### src/rtl/record_mode_pkg.sv
// song_pkg: song memory constants and entry layout, shared by the recorder
// and the auto-play memory reader.
package song_pkg;
  localparam int DEPTH  = 32;
  localparam int ADDR_W = $clog2(DEPTH);
  localparam int DUR_W  = 26;

  localparam logic [3:0] NOTE_REST = 4'd0;
  localparam logic [3:0] NOTE_END  = 4'd15;

  typedef struct packed {
    logic [3:0]       note;
    logic [DUR_W-1:0] duration;
  } song_entry_t;

  // Keys 0 and 15 collide with the REST/END codes, so they count as no key.
  function automatic logic key_valid(input logic key_on, input logic [3:0] key);
    return key_on && (key != NOTE_REST) && (key != NOTE_END);
  endfunction
endpackage

### src/rtl/record_mode_if.sv
// Song memory write port: the recorder drives it (master), the memory takes it (slave).
interface record_mode_if;
  import song_pkg::*;

  logic              mem_we;
  logic [ADDR_W-1:0] mem_addr;
  logic [3:0]        mem_note;
  logic [DUR_W-1:0]  mem_duration;

  modport master (output mem_we, output mem_addr, output mem_note, output mem_duration);
  modport slave  (input  mem_we, input  mem_addr, input  mem_note, input  mem_duration);
endinterface

### src/rtl/record_mode_rec_dur_counter.sv
// rec_dur_counter: saturating duration counter for the entry being timed,
// with a flag telling whether it is long enough to keep.
module rec_dur_counter
  import song_pkg::*;
#(
  parameter logic [DUR_W-1:0] MIN_DUR = 26'd2_000_000
) (
  input  logic             clk,
  input  logic             rst,
  input  logic             clr_i,
  input  logic             load1_i,
  input  logic             en_i,
  output logic [DUR_W-1:0] dur_o,
  output logic             ge_min_o
);
  logic [DUR_W-1:0] dur_q, dur_d;

  // Next count: clear, restart at one, or advance while holding at all-ones.
  always_comb begin
    dur_d = dur_q;
    if (clr_i)
      dur_d = '0;
    else if (load1_i)
      dur_d = DUR_W'(1);
    else if (en_i && (dur_q != '1))
      dur_d = dur_q + DUR_W'(1);
  end

  // Count register with synchronous active-low reset.
  always_ff @(posedge clk) begin
    if (!rst)
      dur_q <= '0;
    else
      dur_q <= dur_d;
  end

  assign dur_o    = dur_q;
  assign ge_min_o = (dur_q >= MIN_DUR);
endmodule

### src/rtl/record_mode.sv
// record_mode: records live keyboard notes into song memory as {note, duration}
// entries and closes every take with an END entry.
// Build option: define REC_REST_EN to also record long gaps as REST entries.
module record_mode
  import song_pkg::*;
#(
  parameter logic [DUR_W-1:0] MIN_DUR = 26'd2_000_000
) (
  input  logic                clk,
  input  logic                rst,
  input  logic                rec_start_i,
  input  logic                rec_stop_i,
  input  logic                key_on_i,
  input  logic [3:0]          key_i,
  record_mode_if.master       mem_wr_o,
  output logic                recording_o,
  output logic [5:0]          note_count_o,
  output logic                rec_full_o
);
`ifdef REC_REST_EN
  localparam bit REST_EN = 1'b1;
`else
  localparam bit REST_EN = 1'b0;
`endif

  typedef enum logic [2:0] {S_IDLE, S_WAIT, S_NOTE, S_GAP, S_FIN} state_t;

  state_t            state_q;
  logic [3:0]        cur_note_q;
  logic [ADDR_W-1:0] wr_ptr_q;
  logic [5:0]        note_count_q;
  logic              rec_full_q, full_pend_q, recording_q;
  logic              mem_we_q;
  logic [ADDR_W-1:0] mem_addr_q;
  song_entry_t       entry_q;

  logic             key_v, active, stop_c, start_c, note_end, gap_end;
  logic             close_c, write_c, full_c;
  logic             cnt_clr, cnt_load1, cnt_en, ge_min;
  logic [DUR_W-1:0] dur;

  rec_dur_counter #(.MIN_DUR(MIN_DUR)) u_dur (
    .clk      (clk),
    .rst      (rst),
    .clr_i    (cnt_clr),
    .load1_i  (cnt_load1),
    .en_i     (cnt_en),
    .dur_o    (dur),
    .ge_min_o (ge_min)
  );

  // Decode this cycle's events: stop beats start, closing an entry, and counter control.
  always_comb begin
    key_v    = key_valid(key_on_i, key_i);
    active   = (state_q == S_WAIT) || (state_q == S_NOTE) || (state_q == S_GAP);
    stop_c   = active && rec_stop_i;
    start_c  = rec_start_i && !rec_stop_i;
    note_end = (state_q == S_NOTE) && (!key_v || (key_i != cur_note_q));
    gap_end  = (state_q == S_GAP) && key_v;
    close_c  = ((state_q == S_NOTE) || (state_q == S_GAP)) &&
               (stop_c || (!start_c && (note_end || gap_end)));
    write_c  = close_c && ge_min &&
               ((state_q == S_NOTE) || (REST_EN && (state_q == S_GAP)));
    full_c   = write_c && (wr_ptr_q == ADDR_W'(DEPTH - 2));
    cnt_load1 = active && !stop_c && !start_c && !full_c &&
                (((state_q == S_WAIT) && key_v) || note_end || gap_end);
    cnt_en    = active && !stop_c && !start_c &&
                (((state_q == S_NOTE) && !note_end) || ((state_q == S_GAP) && !gap_end));
    cnt_clr   = !cnt_load1 && !cnt_en;
  end

  // Recorder FSM with registered memory-write and status outputs.
  //   state  | meaning
  //   IDLE   | not recording
  //   WAIT   | armed, waiting for first key, no time counted
  //   NOTE   | timing held key cur_note_q
  //   GAP    | timing silence between keys
  //   FIN    | write END entry, then back to IDLE
  always_ff @(posedge clk) begin
    if (!rst) begin
      state_q      <= S_IDLE;
      cur_note_q   <= '0;
      wr_ptr_q     <= '0;
      note_count_q <= '0;
      rec_full_q   <= 1'b0;
      full_pend_q  <= 1'b0;
      recording_q  <= 1'b0;
      mem_we_q     <= 1'b0;
      mem_addr_q   <= '0;
      entry_q      <= '0;
    end else begin
      mem_we_q <= 1'b0;
      if (write_c) begin
        mem_we_q     <= 1'b1;
        mem_addr_q   <= wr_ptr_q;
        entry_q      <= '{note: (state_q == S_NOTE) ? cur_note_q : NOTE_REST, duration: dur};
        wr_ptr_q     <= wr_ptr_q + ADDR_W'(1);
        note_count_q <= note_count_q + 6'd1;
      end
      case (state_q)
        S_IDLE: begin
          if (start_c) begin
            state_q      <= S_WAIT;
            recording_q  <= 1'b1;
            wr_ptr_q     <= '0;
            note_count_q <= '0;
            rec_full_q   <= 1'b0;
            full_pend_q  <= 1'b0;
          end
        end
        S_FIN: begin
          mem_we_q    <= 1'b1;
          mem_addr_q  <= wr_ptr_q;
          entry_q     <= '{note: NOTE_END, duration: '0};
          rec_full_q  <= full_pend_q;
          full_pend_q <= 1'b0;
          recording_q <= 1'b0;
          state_q     <= S_IDLE;
        end
        default: begin
          if (stop_c || full_c) begin
            state_q     <= S_FIN;
            full_pend_q <= full_c;
          end else if (start_c) begin
            // Restart discards the open entry; the write_c path is idle here.
            state_q      <= S_WAIT;
            wr_ptr_q     <= '0;
            note_count_q <= '0;
            rec_full_q   <= 1'b0;
          end else if (((state_q == S_WAIT) && key_v) || gap_end || (note_end && key_v)) begin
            state_q    <= S_NOTE;
            cur_note_q <= key_i;
          end else if (note_end) begin
            state_q <= S_GAP;
          end
        end
      endcase
    end
  end

  assign mem_wr_o.mem_we       = mem_we_q;
  assign mem_wr_o.mem_addr     = mem_addr_q;
  assign mem_wr_o.mem_note     = entry_q.note;
  assign mem_wr_o.mem_duration = entry_q.duration;
  assign recording_o           = recording_q;
  assign note_count_o          = note_count_q;
  assign rec_full_o            = rec_full_q;
endmodule

### src/flat_wrapper.sv
// flat-port wrapper written by rule: the top's interface ports become plain ports
module record_mode_flat import song_pkg::*;
#(
  parameter logic [DUR_W-1:0] MIN_DUR = 26'd2_000_000
)
  (clk, rst, rec_start_i, rec_stop_i, key_on_i, key_i, recording_o, note_count_o, rec_full_o, mem_wr_o_mem_we, mem_wr_o_mem_addr, mem_wr_o_mem_note, mem_wr_o_mem_duration);
  record_mode_if mem_wr_o_i ();
  input  logic clk;
  input  logic rst;
  input  logic rec_start_i;
  input  logic rec_stop_i;
  input  logic key_on_i;
  input  logic [3:0] key_i;
  output logic recording_o;
  output logic [5:0] note_count_o;
  output logic rec_full_o;
  output wire logic [$bits(mem_wr_o_i.mem_we)-1:0] mem_wr_o_mem_we;
  output wire logic [$bits(mem_wr_o_i.mem_addr)-1:0] mem_wr_o_mem_addr;
  output wire logic [$bits(mem_wr_o_i.mem_note)-1:0] mem_wr_o_mem_note;
  output wire logic [$bits(mem_wr_o_i.mem_duration)-1:0] mem_wr_o_mem_duration;
  assign mem_wr_o_mem_we = mem_wr_o_i.mem_we;
  assign mem_wr_o_mem_addr = mem_wr_o_i.mem_addr;
  assign mem_wr_o_mem_note = mem_wr_o_i.mem_note;
  assign mem_wr_o_mem_duration = mem_wr_o_i.mem_duration;
  record_mode #(.MIN_DUR(MIN_DUR)) u_core (.clk(clk), .rst(rst), .rec_start_i(rec_start_i), .rec_stop_i(rec_stop_i), .key_on_i(key_on_i), .key_i(key_i), .mem_wr_o(mem_wr_o_i), .recording_o(recording_o), .note_count_o(note_count_o), .rec_full_o(rec_full_o));
endmodule
### config.mk
export PLATFORM = sky130hd
export DESIGN_NAME = record_mode_flat
export DESIGN_NICKNAME = d
export VERILOG_FILES = /design/src/rtl/record_mode_pkg.sv /design/src/rtl/record_mode_if.sv /design/src/rtl/record_mode_rec_dur_counter.sv /design/src/rtl/record_mode.sv /design/src/flat_wrapper.sv
export SDC_FILE = /design/constraint.sdc
export NUM_CORES = 1
export LEC_CHECK = 0
export ABC_AREA = 1
export CAP_MARGIN = 15
export CORE_UTILIZATION = 35
export CTS_CLUSTER_DIAMETER = 100
export CTS_CLUSTER_SIZE = 28
export DETAILED_ROUTE_END_ITERATION = 7
export PLACE_DENSITY = 0.51
export SYNTH_ARGS = -nofsm -noshare
export SYNTH_HDL_FRONTEND = slang
export SYNTH_SLANG_ARGS = --single-unit
### constraint.sdc
create_clock -name clk -period 2.2 [get_ports clk]
set_input_delay 0.22 -clock clk [delete_from_list [all_inputs] [get_ports clk]]
set_output_delay 0.22 -clock clk [all_outputs]
set_load 0.01 [all_outputs]
==> Word-level counts from Yosys, hierarchy flattened <==
Cells that the tools add are included.
{ "totals": {"reg_bits": 83, "in_bits": 9, "out_inout_bits": 44, "word_cells": 120} }
{ "op_classes": {"addsub": 3, "n_lt_le_gt_ge": 1, "n_eq_ne": 10, "muxes": 31, "n_bitwise": 4, "reduce_logical": 58} }
{ "ops": {"columns": ["cell", "count"], "rows": [
  ["$mux 30", 2],
  ["$add 26x1->26 const B", 1],
  ["$ge 26x21->1 const B", 1],
  ["$ne 26x26->1 const B", 1],
  ["$mux 5", 5],
  ["$logic_and 1x1->1", 22],
  ["$mux 6", 3],
  ["$mux 3", 5],
  ["$logic_or 1x1->1", 12],
  ["$pmux 6 s2", 1],
  ["$pmux 5 s2", 1],
  ["$logic_not 1->1", 9],
  ["$mux 1", 9],
  ["$add 6x1->6 const B", 1],
  ["$eq 3x2->1 const B", 2],
  ["$pmux 1 s2", 3],
  ["$pmux 3 s2", 1],
  ["$reduce_and 2->1", 3],
  ["$reduce_bool 2->1", 3],
  ["$reduce_or 2->1", 3],
  ["$add 5x1->5 const B", 1],
  ["$eq 5x5->1 const B", 1],
  ["$reduce_bool 5->1", 1],
  ["$mux 4", 1],
  ["other kinds (12)", 15]
]} }

==> Longest topological paths before layout <==
{ "depth": {"word_depth": 19, "mapped_depth": 16, "ltp_nobuf": 15} }

==> By module <==
A second synthesis with hierarchy kept.
{ "hier_totals": {"hier_cells": 611, "area_unflattened_um2": 4286.6} }
{ "by_module_without_submodules": {"columns": ["mod", "n_inst", "cells_each", "area_per_inst_um2", "seq_area_each_um2"], "rows": [
  ["record_mode", 1, 330, 2487.4, 1141.1],
  ["rec_dur_counter", 1, 281, 1799.2, 520.5]
]} }

==> Least setup slack after synthesis <==
Ideal clock, no wire load.
{ "synth_path": {"path_type": "reg-to-reg", "startpoint": "register u_core.u_dur.dur_q[0] (netlist: u_core.u_dur.dur_o[0])", "endpoint": "register u_core.u_dur.dur_q[0] (netlist: u_core.u_dur.dur_o[0])", "setup_time_ns": 0.120, "t_arrival_ns": 1.706, "required_ns": 2.080, "slack_ns": 0.374, "stages_incl_launch_ff": 11, "path_buffers": 1, "period_less_slack_ns": 1.826, "path_cell_list": "dfxtp_1 -> ha_1 -> nand2_1 -> nor2_1 -> nand2_1 -> nor2_4 -> nand4_4 -> nand3_4 -> buf_6 -> xor2_1 -> a21oi_1"} }
{ "synth_via": {"elab_chain_cells": 10, "word_cells_on_any_way": 16, "cone_classes": "1 x add/sub; 1 x order compare; 1 x eq/ne; 2 x mux; 11 x reduce/logical"} }
{ "synth_rtl": {"columns": ["element", "line_no", "rtl"], "rows": [
  ["start: declaration", "record_mode_rec_dur_counter.sv:16", "logic [DUR_W-1:0] dur_q, dur_d;"],
  ["start signal: assignment", "record_mode_rec_dur_counter.sv:34", "dur_q <= dur_d;"],
  ["$ge 26x21->1", "record_mode_rec_dur_counter.sv:38", "assign ge_min_o = (dur_q >= MIN_DUR);"],
  ["$logic_and 1x1->1 (2 in a row)", "record_mode.sv:62", "write_c = close_c && ge_min &&"],
  ["$logic_and 1x1->1", "record_mode.sv:64", "full_c = write_c && (wr_ptr_q == ADDR_W'(DEPTH - 2));"],
  ["$logic_not 1->1", "record_mode.sv:65", "cnt_load1 = active && !stop_c && !start_c && !full_c &&"],
  ["$logic_and 1x1->1 (2 in a row)", "record_mode.sv:65", null],
  ["$logic_not 1->1", "record_mode.sv:69", "cnt_clr = !cnt_load1 && !cnt_en;"],
  ["$logic_and 1x1->1", "record_mode.sv:69", null],
  ["$reduce_or 2->1 (no source line)", null, null]
]} }
Several ways; a longest one is shown, not always the timed one. The select of a mux whose other input is x is not followed.
A chain may end at the register's enable or synchronous reset.

==> Worst setup path after layout <==
{ "layout_path": {"startpoint": "register u_core.u_dur.dur_q[1] (netlist: u_core.u_dur.dur_o[1])", "endpoint": "register u_core.u_dur.dur_q[16] (netlist: u_core.u_dur.dur_o[16])"} }
{ "layout_via": {"elab_chain_cells": 10, "word_cells_on_any_way": 13, "cone_classes": "1 x add/sub; 1 x order compare; 1 x eq/ne; 10 x reduce/logical"} }
{ "layout_rtl": {"columns": ["element", "line_no"], "rows": [
  ["$ge 26x21->1", "record_mode_rec_dur_counter.sv:38"],
  ["$logic_and 1x1->1 (2 in a row)", "record_mode.sv:62"],
  ["$logic_and 1x1->1", "record_mode.sv:64"],
  ["$logic_not 1->1", "record_mode.sv:65"],
  ["$logic_and 1x1->1 (2 in a row)", "record_mode.sv:65"],
  ["$logic_not 1->1", "record_mode.sv:69"],
  ["$logic_and 1x1->1", "record_mode.sv:69"],
  ["$reduce_or 3->1 (no source line)", null]
]} }
Several ways; a longest one is shown, not always the timed one.

==> out/results.txt <==
The run finished with clean final reports. Of the total power, registers draw 43.0%. For the post-place setup slack, the log shows -0.0428 ns. The via count of the first global-routing pass is 3779, and the mean cell area of the mapped netlist is 7.16 µm².

STA puts the critical path data required time at 2.44 ns. The count of final hold-check violations was 0; the peak supply drop was 0.482 mV. The most prevalent standard cell on the critical path was sky130_fd_sc_hd__nand2_1. Row generation in the floorplan step produced 40 rows.

In the final layout, flip-flops and latches occupy 1660 µm². The detailed route wirelength on metal3 was 345 µm. After filler insertion, the fill cell instance count of the layout stands at 1235.

Clock tree synthesis inserted a total of 9 buffers. Of the post-synthesis cell area, the dominant cell type holds 38.2%. The global-route usage over all layers came out at 18.2%. Entering global routing, the biggest net connects 42 pins. In this run the number of H-tree levels came out at 3. The most used flip-flop cell after synthesis is sky130_fd_sc_hd__dfxtp_1. Cells fill 46.5% of the core in the end.

In this run the critical register-to-register path is launched from u_core.u_dur.dur_o[1]. The area added between synthesis and finish is 28.8%. By count the netlist is led by sky130_fd_sc_hd__nand2_1 (108), sky130_fd_sc_hd__nor2_1 (102), sky130_fd_sc_hd__inv_1 (91), sky130_fd_sc_hd__dfxtp_1 (83), sky130_fd_sc_hd__nand3_1 (29). After detailed routing, the average wire length per cell comes to 12.5 µm. In this run the cell area of the synthesized design comes to 4350 µm². The synthesized design contains 83 register bits. The slew at the pin closest to its max-slew limit is 0.412 ns, and the power spent charging and discharging nets is 0.848 mW. Traced cell by cell, the critical path runs through ha_1 > nand2_1 > nor3_1 > nand2_1 > nor4_1 > nand4_1 > xor2_1 > inv_1 > nor2_1. The worst hold path begins at u_core.full_pend_q.

Clock root buffer master: sky130_fd_sc_hd__clkbuf_16. The slowest stage of the critical path is the sky130_fd_sc_hd__dfxtp_1 cell. The run gives 0 as the number of remaining DRC errors. Reg-to-reg setup timing slack: 0.19 ns. For the finished layout, the period the worst path requires is 2.01 ns. Final wirelength: 10700 µm.

The run gives 0 as the residual overflow from global routing. The post-route worst setup slack was 0.185 ns; the final antenna diode count was 0. The first global-routing pass estimated 18500 µm of wire. The tools report the capture endpoint of the worst hold path as u_core.full_pend_q. Static timing analysis puts the maximum clock frequency at 0.496 GHz.

The total count of max-transition violations in the final report is 0, and the maximum net fanout on the critical path is 3. The logs give 0 for the post-CTS setup buffer count and 233 for the starting DRC count in detailed routing. Synthesis produced a netlist with a net count of 622.

The width of the die was 113 µm. Detailed routing placed a total of 4670 µm of wire on met2. The run gives 2.82 mW as the design internal power.

The placed instances occupy a cell area of 5250 µm². In this run the count of I/O pins placed on the die edge is 53. The switching share of power came out at 23.1%. The endpoint identified for the worst register-to-register timing path is u_core.u_dur.dur_o[16]. The count of flip-flops with a built-in enable after synthesis is 0. Setup repair after global routing left no endpoint under its margin.

The post-route met1 wirelength was 5530 µm; the count of cells along the worst hold path was 2. STA classifies the critical path startpoint as a flop. The fraction of final layout cells sized beyond drive strength 1 was 11.5%. The cell leakage power was 2.05 nW; the core outline area was 12100 µm².

Summing all multi-input logic gate instances after layout gives 2200 µm². Kind of path behind the tightest hold check: flop to flop. Yosys attributes the largest share of cell area to sky130_fd_sc_hd__dfxtp_1 (38%), sky130_fd_sc_hd__nand2_1 (9.3%), sky130_fd_sc_hd__nor2_1 (8.8%).

The floorplan step defined a die boundary enclosing 12900 µm². Across the run, the number of max-cap violations was 0. The async set-or-reset flop fraction in the synthesized netlist was 0%; the number of clock sinks seen by CTS was 83.

Path depth of the worst reg2reg path: 9. During placement, the flow inserted port buffers numbering 52. Highest metal layer used by the detailed router: met4. Power comes to 3.67 mW. The clock passes through at most 2 buffers. In the routed layout, each cell is associated on average with a via count of 4.60. After clock tree synthesis, the clock-pin slew on the worst setup and hold paths is 0.06 ns. At the worst endpoint, the arrival time is 2.25 ns. The latest clock arrival within the worst-skew pair came out at 0.35 ns.

The tools report the net count reported at finish as 696. Of all cell types, the one taking the most synthesized area is sky130_fd_sc_hd__dfxtp_1. The share of total power dissipated in the clock network is 48.1%.

Clock skew on the completed layout was measured at 0.00923 ns. The logs give 4 for the total iterations of the first detailed-routing run and 8240 µm for the HPWL after detailed placement. The count of distinct cell types in the synthesized netlist was 33; the setup violation total in the final timing report was 0. The critical path is of the flop to flop type.

In this run the remaining antenna-violating nets after routing total 0. Delay of the slowest cell on the worst path: 0.34 ns. The floorplan step set the die height to 113 µm. Summing over every cut layer, the via total after detailed routing is 3934. After synthesis, flip-flops and latches occupy 38.2% of the total area. Yosys printed 0 warnings.

The initial utilization of the core area, before any placement, comes to 36.1%. Headroom to the max-slew limit came out at 72.3%. The congestion estimate from routability-driven global placement came to 0.934.

TritonCTS built the clock tree. Number of antenna violations at the first check in global routing: 0. Power density over the cells: 654 nW/µm². Yosys instantiated no cell more often than sky130_fd_sc_hd__nand2_1. STA classifies the critical path endpoint as a flop. For the number of instances in the synthesized netlist, the log shows 608.

With fillers left out, the area of the finished cells amounts to 5610 µm². The final worst-path cycle share works out to 91.6%. Combinational group share of total power: 8.9%.
state kept, by name (all words and copies together) (netlist names), 3 cells and up:
name	cells
u_core.u_dur.dur_o	26
u_core.note_count_o	6
u_core.wr_ptr_q	5
u_core.state_q	3
u_core.mem_wr_o.mem_note	4
u_core.mem_wr_o.mem_duration	26
u_core.mem_wr_o.mem_addr	5
u_core.cur_note_q	4
worst max-delay path, delay by kind of cell (launching register included):
family	cells	cell delay [ns]
adder cells (fa/ha/maj)	1	0.21
XOR/XNOR	1	0.20
buffers and inverters	1	0.06
AND/OR/NAND/NOR	6	1.11
flip-flops	1	0.34
cells by family (layout without fill, tap and decap cells):
logic type               Yosys count  count (layout)  synth area share (%)
AO/OA/AOI/OAI                     73              73                  10.2
XOR/XNOR                          31              31                  6.24
adder cells (fa/ha/maj)            5               5                  1.44
buffers and inverters            120             199                  11.4
flip-flops                        83              83                  38.2
AND/OR/NAND/NOR                  296             296                  32.5
routing by layer:
| layer | vias to the layer above | GRT usage (%) |
|---|---|---|
| li1 | 2084 | - |
| met1 | 1779 | 25.0 |
| met2 | 56 | 27.8 |
| met3 | 15 | 4.30 |
| met4 | 0 | 6.75 |
| met5 | - | 0 |
through the flow:
| step | instances | hold slack, ns | TNS, ns |
|---|---|---|---|
| 4_1_cts | 855 | 0.468 | 0 |
| 3_5_place_dp | 839 | 0.458 | -0.291 |
| 2_1_floorplan | 608 | 0.355 | 0 |
| 6_report | 855 | 0.466 | 0 |
| 3_3_place_gp | 839 | 0.453 | 0 |
| 5_1_grt | 855 | 0.500 | 0 |
repair_timing:
| item | in CTS | in global routing |
|---|---|---|
| hold endpoints to repair | 0 | 0 |
| setup endpoints to repair | 0 | 4 |
| gates resized for setup | 0 | 2 |
| hold buffers | 0 | 0 |
worst max path at each step:
stage	start	end	slack, ns	cells after the start
finish	u_core.u_dur.dur_o[1]	u_core.u_dur.dur_o[16]	0.19	9
global route	u_core.u_dur.dur_o[12]	u_core.mem_wr_o.mem_duration[14]	0.02	12
CTS	u_core.u_dur.dur_o[17]	u_core.u_dur.dur_o[15]	0.19	9
detailed placement	key_i[0]	u_core.note_count_o[2]	-0.04	13
global placement	key_i[2]	u_core.u_dur.dur_o[15]	0.01	12
floorplan	u_core.u_dur.dur_o[0]	u_core.u_dur.dur_o[0]	0.37	10
final cells by class:
| class | instances | share of cell area [%] |
|---|---|---|
| flip-flops and latches | 83 | 29.7 |
| well taps | 168 | 3.75 |
| repair buffers | 84 | 14.5 |
| clock buffers | 10 | 4.26 |
| inverters | 99 | 6.63 |
| multi-input cells | 405 | 39.2 |
| clock inverters | 6 | 1.99 |
layout by cell type, fill, tap and decap left out, types with 3 or more instances in the layout:
cell type,count
sky130_fd_sc_hd__bufinv_16,3
sky130_fd_sc_hd__nand3_1,29
sky130_fd_sc_hd__buf_4,28
sky130_fd_sc_hd__nor2_2,3
sky130_fd_sc_hd__o21ai_0,11
sky130_fd_sc_hd__ha_1,5
sky130_fd_sc_hd__clkdlybuf4s50_1,52
sky130_fd_sc_hd__inv_2,7
sky130_fd_sc_hd__clkbuf_16,9
sky130_fd_sc_hd__nor3_1,14
sky130_fd_sc_hd__nor4_1,4
sky130_fd_sc_hd__inv_1,91
sky130_fd_sc_hd__nor2_1,102
sky130_fd_sc_hd__dfxtp_1,82
sky130_fd_sc_hd__xnor2_1,3
sky130_fd_sc_hd__nand2_2,4
sky130_fd_sc_hd__o21ai_1,17
sky130_fd_sc_hd__nand2_1,108
sky130_fd_sc_hd__a211oi_1,26
sky130_fd_sc_hd__buf_12,4
sky130_fd_sc_hd__a21oi_1,18
sky130_fd_sc_hd__nand4_1,16
sky130_fd_sc_hd__xor2_1,28
sky130_fd_sc_hd__nand3_4,6
power by group through the flow:
| stage | registers [mW] | logic [mW] | clock network (mW) |
|---|---|---|---|
| after floorplan | 1.61 | 0.195 | 0 |
| after global placement | 1.61 | 0.327 | 0 |
| after detailed placement | 1.61 | 0.329 | 0 |
| after CTS | 1.58 | 0.331 | 1.82 |
| after global routing | 1.58 | 0.369 | 1.88 |
| final | 1.58 | 0.328 | 1.76 |
Note: power is estimated with default switching activity, not from simulation.
